File: src/rtl/if_pc_ctrl.sv
// Instruction-fetch PC controller: owns the fetch PC, drives a single-outstanding
// SRAM-like fetch bus and presents one instruction at a time to ID.
module if_pc_ctrl #(
  parameter logic [31:0] RESET_VECTOR = 32'hBFC00000,
  parameter logic [31:0] EXC_VECTOR   = 32'hBFC00380
) (
  input  logic        clk,
  input  logic        rst,
  input  logic        stall_i,
  input  logic        br_taken_i,
  input  logic [31:0] br_target_i,
  input  logic        eret_i,
  input  logic [31:0] epc_i,
  input  logic        exc_i,
  output logic        inst_req,
  output logic [31:0] inst_addr,
  input  logic        inst_addr_ok,
  input  logic        inst_data_ok,
  input  logic [31:0] inst_rdata,
  output logic        if_valid,
  output logic [31:0] if_pc,
  output logic [31:0] if_inst,
  output logic        if_adel
);

  typedef enum logic [1:0] {S_REQ, S_WAIT, S_OUT} state_t;

  state_t      state_q, state_d;
  logic [31:0] pc_q, pc_d;
  logic        discard_q, discard_d;
  logic [31:0] if_inst_q, if_inst_d;
  logic [31:0] if_pc_q, if_pc_d;
  logic        if_adel_q, if_adel_d;

  logic        redir;
  logic [31:0] redir_target;
  logic        misaligned;

  assign redir      = exc_i | eret_i | br_taken_i;
  assign misaligned = (pc_q[1:0] != 2'b00);

  always_comb begin
    redir_target = br_target_i;
    if (exc_i) begin
      redir_target = EXC_VECTOR;
    end else if (eret_i) begin
      redir_target = epc_i;
    end
  end

  always_comb begin
    state_d   = state_q;
    pc_d      = pc_q;
    discard_d = discard_q;
    if_inst_d = if_inst_q;
    if_pc_d   = if_pc_q;
    if_adel_d = if_adel_q;
    case (state_q)
      S_REQ: begin
        if (redir) begin
          pc_d = redir_target;
        end
        if (misaligned) begin
          // No bus request for a misaligned PC; surface it as an address error.
          if (!redir) begin
            state_d   = S_OUT;
            if_pc_d   = pc_q;
            if_inst_d = 32'h0;
            if_adel_d = 1'b1;
          end
        end else if (inst_addr_ok) begin
          state_d   = S_WAIT;
          discard_d = redir;
        end
      end
      S_WAIT: begin
        if (redir) begin
          pc_d = redir_target;
        end
        if (inst_data_ok) begin
          if (discard_q || redir) begin
            state_d   = S_REQ;
            discard_d = 1'b0;
          end else begin
            state_d   = S_OUT;
            if_inst_d = inst_rdata;
            if_pc_d   = pc_q;
            if_adel_d = 1'b0;
          end
        end else if (redir) begin
          discard_d = 1'b1;
        end
      end
      S_OUT: begin
        if (redir) begin
          pc_d    = redir_target;
          state_d = S_REQ;
        end else if (!stall_i) begin
          pc_d    = pc_q + 32'd4;
          state_d = S_REQ;
        end
      end
      default: begin
        state_d = S_REQ;
      end
    endcase
  end

  always_ff @(posedge clk or posedge rst) begin
    if (rst) begin
      state_q   <= S_REQ;
      pc_q      <= RESET_VECTOR;
      discard_q <= 1'b0;
      if_inst_q <= 32'h0;
      if_pc_q   <= 32'h0;
      if_adel_q <= 1'b0;
    end else begin
      state_q   <= state_d;
      pc_q      <= pc_d;
      discard_q <= discard_d;
      if_inst_q <= if_inst_d;
      if_pc_q   <= if_pc_d;
      if_adel_q <= if_adel_d;
    end
  end

  // Request is gated by rst so nothing is issued while reset is held.
  assign inst_req  = !rst && (state_q == S_REQ) && !misaligned;
  assign inst_addr = pc_q;
  assign if_valid  = (state_q == S_OUT);
  assign if_pc     = if_pc_q;
  assign if_inst   = if_inst_q;
  assign if_adel   = if_adel_q;

endmodule

File: config.mk
export PLATFORM = sky130hd
export DESIGN_NAME = if_pc_ctrl
export DESIGN_NICKNAME = d
export VERILOG_FILES = /design/src/rtl/if_pc_ctrl.sv
export SDC_FILE = /design/constraint.sdc
export NUM_CORES = 1
export LEC_CHECK = 0
export CORE_MARGIN = 2
export CORE_UTILIZATION = 37
export CTS_CLUSTER_DIAMETER = 40
export DETAILED_ROUTE_END_ITERATION = 12
export PLACE_DENSITY = 0.75
export SLEW_MARGIN = 25
export SYNTH_ARGS = -nofsm -noshare
export SYNTH_HDL_FRONTEND = slang
export SYNTH_SLANG_ARGS = --single-unit
File: constraint.sdc
create_clock -name clk -period 3.5 [get_ports clk]
set_input_delay 0.7 -clock clk [delete_from_list [all_inputs] [get_ports clk]]
set_output_delay 0.7 -clock clk [all_outputs]
set_load 0.05 [all_outputs]
Yosys cells after proc, flatten, opt, wreduce, memory -nomap -nowiden
Cells that the tools add are included.

Flip-flop bits (word level): 100. Input port bits: 104. Output and inout bits: 99.

Add/subtract/negate cells: 1. Eq/ne operators: 14. Muxes and demuxes: 35. Bitwise logic cells: 2. Reductions and logical operators: 14.

Operators with widths (count): $mux W32 (13); $pmux W32 S2 (3); $add A32 B3 Y32 const B (1); $mux W2 (7); $ne A2 B2 Y1 const B (6); $ne A3 B3 Y1 const B (4); $reduce_and A5 Y1 (2); $mux W1 (9); $pmux W2 S3 (1); $reduce_bool A2 Y1 (3); $pmux W1 S2 (2); $reduce_and A4 Y1 (1); $ne A3 B2 Y1 const B (1); $reduce_and A3 Y1 (1); $eq A2 B1 Y1 const B (1); $eq A2 B2 Y1 const B (1); $logic_and A1 B1 Y1 (2); $logic_not A1 Y1 (2); $logic_not A2 Y1 (1); $ne A2 B1 Y1 const B (1); $or A1 B1 Y1 (2); $reduce_or A2 Y1 (1); $logic_or A1 B1 Y1 (1).

Depth between registers and ports, before layout
Depth in word-level cells: 6. Gate-level depth with buffers: 7. Depth with buffers taken out: 5.

Worst setup path after synthesis
Ideal clock, no wire load.

Kind: register to output. From: register pc_q[0] (netlist: inst_addr[0]). To: output port inst_req. Arrival time: 2.458 ns. Required time: 2.800 ns. Path slack: 0.342 ns. Stages on the path, launching flop included: 3. Buffers on the path: 0. Cell sequence: dfrtp_1 -> nor2_1 -> nor4b_1.

Word-level cells in the longest chain between the ends: 3.

Ends and longest elaborated chain: start: declaration (line 29) `logic [31:0] pc_q, pc_d;`; start signal: assignment (line 119) `pc_q <= pc_d;`; $reduce_bool A2 Y1 (line 40) `assign misaligned = (pc_q[1:0] != 2'b00);`; $logic_not A1 Y1 (line 128) `assign inst_req = !rst && (state_q == S_REQ) && !misaligned;`; $logic_and A1 B1 Y1 (line 128); end: declaration (line 15) `output logic inst_req,`.

Every way passes these cells.

Worst setup path in the final report
From: input port rst. To: output port inst_req.

Word-level cells in the longest chain between the ends: 3.

Ends and longest elaborated chain: start: declaration (line 8) `input logic rst,`; $logic_not A1 Y1 (line 128); $logic_and A1 B1 Y1 (2 in a row) (line 128).

Every way passes these cells.

==> impl_metrics.yaml <==
outcome:
  outcome: "completed"
sta:
  max_slew.worst_pin.slew_ns: 0.979
  whs_ns: 0.480
  tns_ns: 0
  setup_viol: 0
  timing.final.crit_share_pct: 90.3
  final_hold_viol_count: 0
  worst_slack_ns: 0.339
  clock_skew_ns: 0.00937
  max_slew_margin_pct: 34.5
  slew_violations: 0
  fmax_mhz: 316
  rsz0062_at_grt: "false"
  period_needed_ns: 3.16
global_route:
  grt_use_total_pct: 21.7
  overflow: 0
  grt_max_degree: 76
  antenna_found_initial: 0
  grt_pass1_wl_mm: 27.2
  first_global_vias: 5229
worst_setup_path:
  worstPathRequired_ns: 2.80
  start_kind: "primary input"
  path_class: "primary input to output pin"
  r2r-end: "inst_addr[31]"
  timing.rr.start: "inst_addr[6]"
  reg2reg_slack_ns: 1.22
  reg2reg_depth: 4
  cp_max_fo: 2
  worst_ep_arrival_time_ns: 2.46
  worstSetupEndpointType: "output pin"
cells_and_area:
  layout.nets: 811
  syn_to_final_growth_pct: 45.8
  antenna_cells: 0
  fin_area_um2: 7850
  ff_latch_area_um2: 2510
  drive_gt1_share_pct: 12.2
  stdcell_count: 895
  fin_util_pct: 54.6
  multi_input_area_um2: 2650
  fill_cells: 1237
power:
  peakVddDrop_v: 0.000368
  finalPower_mw: 5.08
  p_int_mw: 2.89
  swShare_pct: 43.0
  p_comb_share_pct: 47.3
  switching_power_mw: 2.18
  p_clk_share_pct: 19.2
  leakagePower_nw: 3.27
  powerDensity_nw_per_um2: 647
  seqPwrFrac_pct: 33.4
routing:
  wl_met3_mm: 1.62
  drt-initial-drc-count: 351
  wl_met2_mm: 8.04
  drc: 0
  routed_wl_mm: 16.6
  highest_layer: "met4"
  dr.pass1.iters: 5
  vias_per_cell: 5.60
  wl_met1_mm: 6.66
  wl_per_cell_um: 18.5
  vias: 5012
  ant_nets: 0
logic_synthesis:
  syn_area_um2: 5380
  avgSynthCellArea_um2: 10.3
  synth_edf_count: 0
  postSynth.asyncResetShare_pct: 100
  synth_seq_area_share_pct: 46.7
  yosysWarnings: 0
  syn_nets: 629
  ys.flop_type: "dfrtp_1"
  ys_types: 60
  syn_inst: 524
  ys_seq_elements: 100
clock_tree:
  cts_buffer_depth: 2
  post_cts_resized: 0
  path_clk_slew_ns: 0.07
  cts_buffers: 9
  clock_sinks: 100
  htreeDepth: 3
  cts_root_buf: "clkbuf_16"
  cts_tree: "done"
  post_cts.repair.setup_buffers: 0
  insertion_delay_ns: 0.36
  cts-hold-fix-buffers: 0
floorplan:
  core_area_um2: 14400
  rows: 44
  die_h_um: 125
  die_width_um: 125
  ios: 203
  initial_core_util_pct: 37.5
  dieArea_um2: 15500
place:
  numPlacedInstances: 879
  pre_cts_ws_ns: 0.365
  place_hpwl_mm: 12.0
  io_buffers: 202
  dpl_cell_area_um2: 7560
  gp_congestion: 0.848
run:
  maxCapViolations: 0
hold_path:
  min_delay_path_depth: 2
  hold_class: "flop to flop"
  hp-start: "if_inst[3]"
  min_to: "if_inst[3]"
==> cell usage after synthesis, drive strengths merged, types with 9 or more instances <==
cell	count	area (um2)
mux2	41	571
dfstp	9	236
buf	17	118
nand3	19	95.1
clkbuf	26	98.8
nor3	18	90.1
nand4	12	75.1
nand2	82	308
mux2i	28	280
dfrtp	91	2280
o21ai	47	235
a21oi	14	70.1
nor2	14	60.1
==> final cells by class <==
type                    count  share of cell area (%)
multi-input cells         374                    33.7
clock inverters             5                   0.462
clock buffers              11                    3.22
flip-flops and latches    100                    32.0
inverters                   7                   0.367
repair buffers            214                    27.3
well taps                 184                    2.93
==> per-layer routing <==
metal / track usage (%) / vias up
met5: 0 / -
met4: 8.06 / 0
met3: 7.69 / 26
met2: 35.6 / 225
met1: 26.4 / 2461
li1: - / 2300
==> state kept, by name, indices dropped and copies added, names as in the netlist <==
name       flops
if_pc         32
discard_q      1
if_adel        1
state_q        2
inst_addr     32
if_inst       32
==> power groups by stage <==
stage,combinational [mW],sequential [mW],clock (mW)
after floorplan,0.535,2.70,0
after global placement,2.38,1.69,0
after detailed placement,2.42,1.71,0
after CTS,2.42,1.70,0.993
after global routing,2.52,1.75,1.05
final,2.40,1.70,0.976
==> worst max-delay path by stage <==
stage,to,depth (start not counted),slack (ns),from
6_report,inst_req,3,0.34,rst
5_1_grt,inst_req,3,0.27,rst
4_1_cts,inst_req,3,0.34,rst
3_5_place_dp,inst_req,3,0.36,rst
3_3_place_gp,inst_req,3,0.35,rst
2_1_floorplan,discard_q,1,0.20,rst
==> worst max-delay path, cell delays in order <==
cell,delay [ns]
clkdlybuf4s50_1,0.48
nor4b_1,0.39
clkdlybuf4s50_1,0.89
==> placed cells by master (no fill, tap or decap), types with 9 or more instances in the layout <==
| master | count |
|---|---|
| clkdlybuf4s50_1 | 201 |
| nand2_1 | 82 |
| a21oi_1 | 14 |
| nand3_1 | 19 |
| buf_4 | 10 |
| dfstp_2 | 9 |
| mux2_4 | 29 |
| dfrtp_1 | 91 |
| o21ai_0 | 46 |
| clkbuf_16 | 9 |
| mux2i_1 | 28 |
| mux2_2 | 12 |
| nand4_1 | 12 |
| nor3_1 | 18 |
| nor2_1 | 13 |
==> cells by family (layout without fill, tap and decap cells) <==
| kind of cell | after synthesis | in the layout | synth area share, % |
|---|---|---|---|
| AOI/OAI and AO/OA | 125 | 125 | 15.7 |
| adders and majority gates | 1 | 1 | 0.232 |
| buffers and inverters | 50 | 237 | 4.51 |
| DFF | 100 | 100 | 46.7 |
| muxes | 69 | 69 | 15.8 |
| and+or+nand+nor | 179 | 179 | 17.1 |
Note: power is estimated with default switching activity, not from simulation.
